**src/rtl/cdc_launch_pkg.sv**
```systemverilog
// Shared types and constants for the source half of the toggle-handshake bus crossing.
package cdc_launch_pkg;

   typedef enum logic [1:0] {
      RESYNC   = 2'd0,
      IDLE     = 2'd1,
      WAIT_ACK = 2'd2
   } launch_state_t;

   // Fewer than two stages gives no metastability settling time.
   localparam int MIN_SYNC_DEPTH = 2;

endpackage

```
**src/rtl/cdc_ack_sync.sv**
```systemverilog
// Single-bit multi-flop synchronizer for the returned ack toggle.
module cdc_ack_sync #(
   parameter int SYNC_DEPTH = 2
) (
   input  logic i_clk,
   input  logic i_arst,
   input  logic i_d,
   output logic o_q
);

   (* async_reg = "true", dont_touch = "true", keep = "true", dont_replicate = "true" *)
   logic [SYNC_DEPTH-1:0] r_sync;

   // Shift the asynchronous input through the chain; all stages clear on reset.
   always_ff @(posedge i_clk or posedge i_arst) begin
      if (i_arst) r_sync <= '0;
      else        r_sync <= {r_sync[SYNC_DEPTH-2:0], i_d};
   end

   assign o_q = r_sync[SYNC_DEPTH-1];

endmodule

```
**src/rtl/cdc_bus_launch.sv**
```systemverilog
// Source-domain launcher for a multi-bit toggle req/ack crossing.
// dout is frozen while a request is outstanding so the destination can
// capture it without per-bit synchronization.
// Optional ack-wait watchdog: define CDC_LAUNCH_TIMEOUT_EN.
module cdc_bus_launch #(
   parameter int WIDTH          = 32,
   parameter int SYNC_DEPTH     = 2,
   parameter int CNT_WIDTH      = 16,
   parameter int TIMEOUT_CYCLES = 1024
) (
   input  logic                 i_clk,
   input  logic                 i_arst,
   input  logic [WIDTH-1:0]     i_din,
   input  logic                 i_din_valid,
   output logic                 o_din_ready,
   output logic [WIDTH-1:0]     o_dout,
   output logic                 o_req_toggle,
   input  logic                 i_ack_toggle,
   output logic                 o_busy,
   output logic [CNT_WIDTH-1:0] o_launch_count,
   output logic                 o_timeout_err
);
   import cdc_launch_pkg::*;

   // Settle counter width: counts the cycles needed to flush reset zeros out of the ack chain.
   localparam int SW = $clog2(SYNC_DEPTH + 1);

   if (SYNC_DEPTH < MIN_SYNC_DEPTH) begin : g_depth_chk
      $error("cdc_bus_launch: SYNC_DEPTH must be >= %0d", MIN_SYNC_DEPTH);
   end
   if (TIMEOUT_CYCLES < 1) begin : g_to_chk
      $error("cdc_bus_launch: TIMEOUT_CYCLES must be >= 1");
   end

   launch_state_t          r_state, w_state_nxt;
   logic                   w_ack_s;
   logic                   w_launch;
   logic                   w_settled;
   logic [SW-1:0]          r_settle;
   logic [WIDTH-1:0]       r_dout;
   logic                   r_req;
   logic [CNT_WIDTH-1:0]   r_count;

   cdc_ack_sync #(.SYNC_DEPTH(SYNC_DEPTH)) u_ack_sync (
      .i_clk (i_clk),
      .i_arst(i_arst),
      .i_d   (i_ack_toggle),
      .o_q   (w_ack_s)
   );

   // The chain comes out of reset holding zeros, not the real ack level, so
   // RESYNC only trusts ack_s once SYNC_DEPTH fresh samples have shifted through.
   always_ff @(posedge i_clk or posedge i_arst) begin
      if (i_arst)                         r_settle <= '0;
      else if (r_settle != SW'(SYNC_DEPTH)) r_settle <= r_settle + SW'(1);
   end
   assign w_settled = (r_settle == SW'(SYNC_DEPTH));

   // State register.
   always_ff @(posedge i_clk or posedge i_arst) begin
      if (i_arst) r_state <= RESYNC;
      else        r_state <= w_state_nxt;
   end

   // Next state and state-decoded handshake outputs.
   always_comb begin
      w_state_nxt = r_state;
      o_din_ready = 1'b0;
      o_busy      = 1'b0;
      unique case (r_state)
         RESYNC:   if (w_settled && (w_ack_s == r_req)) w_state_nxt = IDLE;
         IDLE: begin
            o_din_ready = 1'b1;
            if (i_din_valid) w_state_nxt = WAIT_ACK;
         end
         WAIT_ACK: begin
            o_busy = 1'b1;
            if (w_ack_s == r_req) w_state_nxt = IDLE;
         end
         default:  w_state_nxt = RESYNC;
      endcase
   end

   assign w_launch = (r_state == IDLE) && i_din_valid;

   // Launch datapath: word, toggle and statistics update together on acceptance.
   always_ff @(posedge i_clk or posedge i_arst) begin
      if (i_arst) begin
         r_dout  <= '0;
         r_req   <= 1'b0;
         r_count <= '0;
      end else if (w_launch) begin
         r_dout  <= i_din;
         r_req   <= ~r_req;
         r_count <= r_count + CNT_WIDTH'(1);
      end
   end

   assign o_dout         = r_dout;
   assign o_req_toggle   = r_req;
   assign o_launch_count = r_count;

`ifdef CDC_LAUNCH_TIMEOUT_EN
   localparam int TW = $clog2(TIMEOUT_CYCLES + 1);
   logic [TW-1:0] r_to_cnt;
   logic          r_to_err;

   // Count WAIT_ACK cycles for the current request; the flag is sticky and the FSM never aborts.
   always_ff @(posedge i_clk or posedge i_arst) begin
      if (i_arst) begin
         r_to_cnt <= '0;
         r_to_err <= 1'b0;
      end else if (w_launch) begin
         r_to_cnt <= '0;
      end else if ((r_state == WAIT_ACK) && (r_to_cnt != TW'(TIMEOUT_CYCLES))) begin
         r_to_cnt <= r_to_cnt + TW'(1);
         if (r_to_cnt == TW'(TIMEOUT_CYCLES - 1)) r_to_err <= 1'b1;
      end
   end
   assign o_timeout_err = r_to_err;
`else
   assign o_timeout_err = 1'b0;
`endif

endmodule
```
**config.mk**
```make
export PLATFORM = sky130hd
export DESIGN_NAME = cdc_bus_launch
export DESIGN_NICKNAME = d
export VERILOG_FILES = /design/src/rtl/cdc_launch_pkg.sv /design/src/rtl/cdc_ack_sync.sv /design/src/rtl/cdc_bus_launch.sv
export SDC_FILE = /design/constraint.sdc
export NUM_CORES = 1
export LEC_CHECK = 0
export CORE_MARGIN = 4
export CORE_UTILIZATION = 44
export CTS_BUF_LIST = sky130_fd_sc_hd__clkbuf_2 sky130_fd_sc_hd__clkbuf_4 sky130_fd_sc_hd__clkbuf_8
export DETAILED_ROUTE_END_ITERATION = 7
export PLACE_DENSITY_LB_ADDON = 0.1
export RECOVER_POWER = 100
export SYNTH_ARGS = -nofsm -noshare
export SYNTH_HDL_FRONTEND = slang
export SYNTH_SLANG_ARGS = --single-unit
export TNS_END_PERCENT = 5
```
**constraint.sdc**
```tcl
create_clock -name i_clk -period 2 [get_ports i_clk]
set_input_delay 0.2 -clock i_clk [delete_from_list [all_inputs] [get_ports i_clk]]
set_output_delay 0.2 -clock i_clk [all_outputs]
set_load 0.02 [all_outputs]
```
==> results.txt <==
Run status -> finished clean
Die H -> 78.79 um
Yosys reg bits -> 55
TritonCTS Sinks -> 55
Clock share of power -> 15.3%
Synth Net Count -> 261
CTS HTree Levels -> 2
CTS buffer count -> 5
R2R Setup Slk -> 0.41 ns
Post CTS Setup Buffer Count -> 0
DRT iter0 DRCs -> 63
Antenna viol nets, final -> 0
Max-cap violation count -> 0
Slew Limit Fails -> 0
CP required -> 1.80 ns
Sequential share of power -> 40.9%
WL per Instance -> 12.57 um
Fin crit share -> 89.94%
Syn Area/Cell -> 9.886 um2
Int Pwr -> 2.579 mW
RSZ-0062 raised after global routing -> no
Ys Warns -> 0
Via Count -> 1732
Vias in the first global route -> 1762
Seq/Total Area, Yosys -> 62.43%
Top FF cell, synth -> dfrtp_1
Placer Congestion -> 0.8065
Setup TNS -> 0 ns
Final core area utilization -> 67.16%
Grt total ovfl -> 0
Post-layout min period -> 1.799 ns
Leak -> 1.612 nW
PwrDens -> 1311 nW/um2
Maximum buffer depth of the clock tree -> 2
Crit. End Element -> output port
Fill cell count -> 410
Comb power frac -> 43.9%
Post_cts resized -> 0
Layout overhead on the synthesized area -> 45.80%
Top Ports -> 88
Share of cells above drive strength 1 -> 3.205%
Starting density of the core -> 46.07%
Fin nets -> 349
Sw frac -> 38.78%
Setup CP Type -> reg -> out
Vias per std cell -> 4.570
# hold bufs at CTS -> 0
Top-count cell post-synth -> nand2_1
First-pass GRT wire length -> 8148 um
Max Fanout on Critical Path -> 4
Clock latency on the worst-skew pair -> 0.31 ns
Root Buffer -> clkbuf_8
Global routing usage on met2 -> 27.59%
CTS tree -> done
Post-synth top cells -> nand2_1, dfrtp_1, xnor2_1
Worst slew pin tran -> 1.333 ns
Overall routed net length -> 4763 um
# setup viols final -> 0
# rows -> 25
Maximum clock rate -> 0.5560 GHz
Yosys top cell area share -> 62.43%
Maximum vdd drop -> 0.0009021 V
Pin count of the biggest net entering global routing -> 56
Synth Instances -> 223
Cell taking the most area after synthesis -> dfrtp_1
GRT met3 Usage -> 8.050%
Die width -> 78.79 um
PortBufs -> 86
Async S/R FF share, synth -> 100.0%
Placeable Area -> 4786 um2
Count of cell types in the netlist -> 26
Antenna cells -> 0
Total track usage -> 17.03%
Met1 GRT Util -> 19.72%
Worst EP arrival -> 1.60 ns
Clk_skew -> 0.009130 ns
DRC violations left -> 0
Synthesized cell area -> 2205 um2
Number of synthesized flops with an enable pin -> 0
Die Area -> 6207 um2
Psw -> 1.634 mW
Synth area leaders -> dfrtp_1, nand2_1, xnor2_1, xor2_1, nand3_1
Startpoint Class -> flop
Pre-Repair DR Iteration Count -> 4
Gr busiest metal -> met2
Final-report hold violation count -> 0
Slew margin rel. -> 11.10%
HP Class -> reg -> reg
Antenna violations before repair -> 0
Dpl hpwl -> 3484 um
Clock transition at the registers of the reported paths -> 0.09 ns
[flip-flops by register name, indices dropped and copies added (netlist names)]
register	count
u_ack_sync.r_sync	2
o_launch_count	16
r_settle	2
r_state	2
o_req_toggle	1
o_dout	32
[critical path, stage by stage, from the launching register on]
cell	delay, ns
dfrtp_1	0.40
and2b_1	0.22
dlygate4sd3_1	0.68
[power by group through the flow]
stage / Combinational [mW] / Clock (mW) / Sequential (mW)
2_1_floorplan: 0.603 / 0 / 2.19
3_3_place_gp: 2.03 / 0 / 1.76
3_5_place_dp: 2.04 / 0 / 1.77
4_1_cts: 2.05 / 0.670 / 1.75
5_1_grt: 2.04 / 0.714 / 1.79
6_report: 1.85 / 0.644 / 1.72
[worst paths after layout]
path                       depth (start not counted)                              to                      startpoint
setup / recovery                                   2                     o_din_ready          r_state[1]$_DFFE_PP0P_
hold / removal                                     0  u_ack_sync.r_sync[1]$_DFF_PP0_  u_ack_sync.r_sync[0]$_DFF_PP0_
max in group asynchronous                          3          o_dout[27]$_DFFE_PP0P_                          i_arst
setup reg to reg                                   5  o_launch_count[10]$_DFFE_PP0P_   o_launch_count[0]$_DFFE_PP0P_
hold reg to reg                                    0  u_ack_sync.r_sync[1]$_DFF_PP0_  u_ack_sync.r_sync[0]$_DFF_PP0_
min in group asynchronous                          3          o_dout[19]$_DFFE_PP0P_                          i_arst
[cell families after synthesis]
| logic type | synth area share (%) |
|---|---|
| AND/OR/NAND/NOR | 25.77 |
| flip-flops | 62.43 |
| XOR/XNOR | 7.151 |
| buffers and inverters | 2.497 |
| AO/OA/AOI/OAI | 0.8514 |
| adder cells (fa/ha/maj) | 1.135 |
| other | 0.1701 |
[cell usage in the layout, fill, tap and decap left out, types with 2 or more instances in the layout]
master and count:
nand2_1 106, dfrtp_1 55, dlygate4sd3_1 53, clkdlybuf4s50_1 33, xnor2_1 13, nand3_1 6
clkbuf_8 6, nor2_1 5, xor2_1 5, nand4_1 3, inv_1 2, o21ai_0 2
nor3_1 2, and4_1 2, ha_1 2, clkbuf_1 2
[stage by stage]
step                      cell area, um2  cells  hold WS, ns  setup WS, ns  total power, mW
final                               3214    379       0.3570        0.2013            4.213
after global placement              3161    371       0.3310        0.3695            3.784
after floorplan                     2205    223       0.2314        0.4571            2.793
after global routing                3214    379       0.3751        0.1276            4.541
after detailed placement            3161    371       0.3393        0.3371            3.814
after CTS                           3259    379       0.2709        0.2331            4.474
[layout make-up]
type                    count  area [um2]  share of cell area (%)
multi-input cells         156       750.7                   23.36
flip-flops and latches     55        1376                   42.82
repair buffers             90       893.4                   27.79
inverters                   3       11.26                  0.3503
clock buffers               6       82.58                   2.569
well taps                  67       83.83                   2.608
clock inverters             2       16.27                  0.5060
[layer usage]
layer,routed length [um],up-vias
met1,1925,799
met3,479,10
li1,-,870
met4,101,0
met2,2256,53
met5,0,-
(Power assumes the default switching activity.)
